===== src/rtl/mul_hilo_ctrl.sv =====
// rtl/mul_hilo_ctrl.sv - multi-cycle multiply sequencer with HI/LO result registers (optional HILO_MOVE_EN)
module mul_hilo_ctrl #(
   parameter int DW      = 32,
   parameter int LATENCY = 2
) (
   input  logic          clk,
   input  logic          clear,
   input  logic          start,
   input  logic [DW-1:0] M_in,
   input  logic [DW-1:0] Q_in,
   output logic [DW-1:0] mul_M,
   output logic [DW-1:0] mul_Q,
   input  logic [DW-1:0] mul_hi,
   input  logic [DW-1:0] mul_lo,
   output logic          busy,
   output logic          done,
   output logic [DW-1:0] hi_out,
`ifdef HILO_MOVE_EN
   output logic [DW-1:0] lo_out,
   input  logic          mthi,
   input  logic          mtlo,
   input  logic [DW-1:0] mt_data
`else
   output logic [DW-1:0] lo_out
`endif
);

   localparam int CW = $clog2(LATENCY) + 1;
   localparam logic [CW-1:0] CNT_INIT = CW'(LATENCY - 1);

   // A zero-cycle settle window would capture the product before the array has seen the operands.
   generate
      if (LATENCY < 1) begin : g_bad_latency
         $error("mul_hilo_ctrl: LATENCY must be >= 1");
      end
   endgenerate

   typedef enum logic {
      S_IDLE = 1'b0,
      S_WAIT = 1'b1
   } state_t;

   state_t        state;
   logic [CW-1:0] cnt;

   assign busy = (state == S_WAIT);

   // Sequencer: latch operands on start, count down the settle window, then capture HI/LO.
   always_ff @(posedge clk) begin
      if (clear) begin
         state  <= S_IDLE;
         cnt    <= '0;
         mul_M  <= '0;
         mul_Q  <= '0;
         hi_out <= '0;
         lo_out <= '0;
         done   <= 1'b0;
      end else begin
         done <= 1'b0;
         case (state)
            S_IDLE: begin
`ifdef HILO_MOVE_EN
               if (mthi) hi_out <= mt_data;
               if (mtlo) lo_out <= mt_data;
`endif
               if (start) begin
                  mul_M <= M_in;
                  mul_Q <= Q_in;
                  cnt   <= CNT_INIT;
                  state <= S_WAIT;
               end
            end
            S_WAIT: begin
               if (cnt != '0) begin
                  cnt <= cnt - 1'b1;
               end else begin
                  hi_out <= mul_hi;
                  lo_out <= mul_lo;
                  done   <= 1'b1;
                  state  <= S_IDLE;
               end
            end
            default: state <= S_IDLE;
         endcase
      end
   end

endmodule

===== config.mk =====
export PLATFORM = sky130hd
export DESIGN_NAME = mul_hilo_ctrl
export DESIGN_NICKNAME = d
export VERILOG_FILES = /design/src/rtl/mul_hilo_ctrl.sv
export SDC_FILE = /design/constraint.sdc
export NUM_CORES = 1
export LEC_CHECK = 0
export BUFFER_PORTS_ARGS = -buffer_cell sky130_fd_sc_hd__clkbuf_2
export CAP_MARGIN = 20
export CORE_AREA = 5 5 199 105
export DETAILED_ROUTE_END_ITERATION = 12
export DIE_AREA = 0 0 204 110
export HOLD_SLACK_MARGIN = 0.05
export PLACE_DENSITY_LB_ADDON = 0.05
export SKIP_CTS_REPAIR_TIMING = 1
export SYNTH_ARGS = -nofsm -noshare
export SYNTH_HDL_FRONTEND = slang
export SYNTH_SLANG_ARGS = --single-unit

===== constraint.sdc =====
create_clock -name clk -period 3.05 [get_ports clk]
set_input_delay 0.1525 -clock clk [delete_from_list [all_inputs] [get_ports clk]]
set_output_delay 0.1525 -clock clk [all_outputs]
set_load 0.05 [all_outputs]

==> results_dict.tcl <==
set metrics [dict create \
    status "completed" \
    grt_overflow 0 \
    swShare_pct 30.14 \
    synthArstFlopShare_pct 0 \
    drt_iter0_drc 195 \
    tns_ns 0 \
    cts.sinks 132 \
    critical_path_class "flip-flop to flip-flop" \
    dpl.cell_count 1068 \
    synth.net_count 709 \
    max_slew_margin_pct 44.09 \
    cp-endpoint "hi_out[18]$_SDFFE_PP0P_" \
    reg2reg_from "cnt[0]$_SDFFE_PP0P_" \
    hp-class "input pin to flip-flop" \
    clock_skew_ns 0.005725 \
    cp-start-kind "flip-flop" \
    cp.arrival_ns 2.24 \
    grt_usage_pct 13.95 \
    syn_inst 576 \
    timing_hold_violations_final 0 \
    report.final.setup_viol 0 \
    wl_per_cell_um 14.10 \
    cts_buffers 17 \
    clk_path_buf_depth 2 \
    p_per_area_nw_per_um2 624.7 \
    ctsHtreeMaxLevel 4 \
    finalMaxSlewViolations 0 \
    core-area_um2 18960 \
    final_nets 1082 \
    die_w_um 204 \
    cts_root_buf "clkbuf_16" \
    required_ns 3.39 \
    die_h_um 110 \
    ys_seq_area_share_pct 57.31 \
    dp_hpwl_um 11910 \
    cts.clk_slew.worst_paths_ns 0.06 \
    end_kind "flip-flop" \
    wl_um 17300 \
    routed_via_density 4.153 \
    syn_area_per_cell_um2 8.005 \
    io_pins 261 \
    insertion_delay_ns 0.41 \
    initial_core_util_pct 24.31 \
    maxCapViolCount 0 \
    tightest_slew_ns 0.8369 \
    ant_nets 0 \
    dr.pass1.iters 4 \
    fmax_mhz 526.0 \
    synth_flop_cell "dfxtp_1" \
    dieArea_um2 22440 \
    place.gp.congestion 0.7098 \
    reg2reg_depth 6 \
    p_leak_uw 0.003599 \
    rows 36 \
    rrSetupSlack_ns 1.15 \
    final_cell_count_no_fill 1227 \
    syn2layout_area_growth_pct 72.81 \
    period_share_pct 62.34 \
    grt_max_degree 56 \
    synth-warning-count 0 \
    cts_tree "built" \
    fin_crit_ns 1.901 \
    yosysUniqueCellTypes 18 \
    vias 5096 \
    ys_ff_latch 132 \
    diodes 0 \
    grt_pass1_wl_um 24400 \
    post_synth_instance_area_um2 4611 \
    antenna_found_initial 0 \
    r2r-end "hi_out[18]$_SDFFE_PP0P_" \
    switchingPower_uw 1500 \
    fillers 1949 \
    drc_errors 0 \
    p_int_uw 3477 \
    io_buffers 260 \
    drive_above_1_share_pct 31.53 \
    grt_pass1_vias 4564 \
    combPwrFrac_pct 20.1 \
    startpoint "cnt[0]$_SDFFE_PP0P_" \
    whs_ns 0.1214 \
    seq_power_share_pct 38.1 \
    clkPwrFrac_pct 41.8 \
    path_max_fanout 38 \
    rsz0062_at_grt "false" \
    ir_worst_vdd_mv 0.3555 \
    synth_edf_count 0 \
]
==> cells by family after synthesis <==
logic type | synth area share [%]
adders and majority gates | 0.5427
AOI/OAI and AO/OA | 14.52
and+or+nand+nor | 21.76
DFF | 57.31
buffers and inverters | 5.862
==> registers in the layout, summed over array words and instances (netlist names) <==
register  count
hi_out       32
lo_out       32
mul_M        32
mul_Q        32
cnt           2
busy          1
done          1
==> worst min path at each step <==
stage                                   endpoint     start  cells after the start
after floorplan            mul_M[0]$_SDFFE_PP0P_   M_in[0]                      2
after global placement     mul_M[3]$_SDFFE_PP0P_   M_in[3]                      3
after detailed placement  mul_M[23]$_SDFFE_PP0P_  M_in[23]                      3
after CTS                 mul_M[23]$_SDFFE_PP0P_  M_in[23]                      3
after global routing             busy$_SDFF_PP0_     start                      3
final                            busy$_SDFF_PP0_     start                      3
==> through the flow <==
stage | total power [uW] | util [%] | setup slack, ns | cell area [um^2]
after floorplan | 2544 | - | 1.627 | 4611
after global placement | 2799 | 32.14 | 1.229 | 6095
after detailed placement | 2809 | 32.14 | 1.119 | 6095
after CTS | 4912 | 35.26 | 1.108 | 6686
after global routing | 5195 | 42.02 | 0.9411 | 7968
final | 4977 | 42.02 | 1.149 | 7968
==> area by class of cell <==
type	instances	area [um^2]	share of cell area [%]
Clock buffer	21	460.4	5.779
Clock inverter	10	131.4	1.649
Inverter	3	11.26	0.1413
Multi-Input combinational cell	398	1712	21.48
Sequential cell	132	2643	33.17
Tap cell	266	332.8	4.177
Timing Repair Buffer	397	2678	33.61
==> cells in the final DEF, fill, tap and decap left out <==
cell type / instances
clkbuf_1: 2
nand2b_2: 1
a21oi_1: 129
nand2_1: 256
clkinvlp_4: 1
nor2_1: 3
bufinv_16: 3
and3b_1: 1
ha_1: 2
a32o_1: 1
clkbuf_2: 259
clkinv_2: 5
nor2b_4: 1
and2_2: 1
nand2_2: 1
dfxtp_1: 132
a31o_2: 1
dlygate4sd3_1: 128
inv_1: 3
clkbuf_16: 17
buf_4: 8
clkbuf_8: 2
clkinv_4: 1
buf_12: 2
o21ai_0: 1
==> worst max-delay path: stages (launching register included) <==
cell     delay, ns
dfxtp_1       0.31
inv_1         0.09
ha_1          0.20
and2_2        0.65
buf_4         0.34
nand2_1       0.08
a21oi_1       0.14
==> cells in the mapped netlist (2+ instances only) <==
cell type	n	share of area [%]
ha_1	2	0.54
buf_4	7	1.1
inv_1	3	0.24
nor2_1	3	0.24
buf_2	15	1.6
buf_1	4	0.33
buf_6	7	1.7
nand2_1	257	21
a21oi_1	129	14
dfxtp_1	132	57
clkbuf_1	10	0.81
==> power by group through the flow <==
stage / Clock, uW / Combinational, uW / Sequential, uW
5_1_grt: 2210 / 1070 / 1910
4_1_cts: 2140 / 877 / 1900
3_5_place_dp: 0 / 877 / 1930
3_3_place_gp: 0 / 869 / 1930
6_report: 2080 / 1000 / 1900
2_1_floorplan: 0 / 254 / 2290
==> routing by layer <==
metal	wire length, um	vias up	GRT usage [%]
li1	-	2585	-
met4	198	0	5.017
met1	8154	2334	19.17
met3	1119	17	4.823
met2	7826	160	20.37
met5	0	-	0
Note: power is estimated with default switching activity, not from simulation.
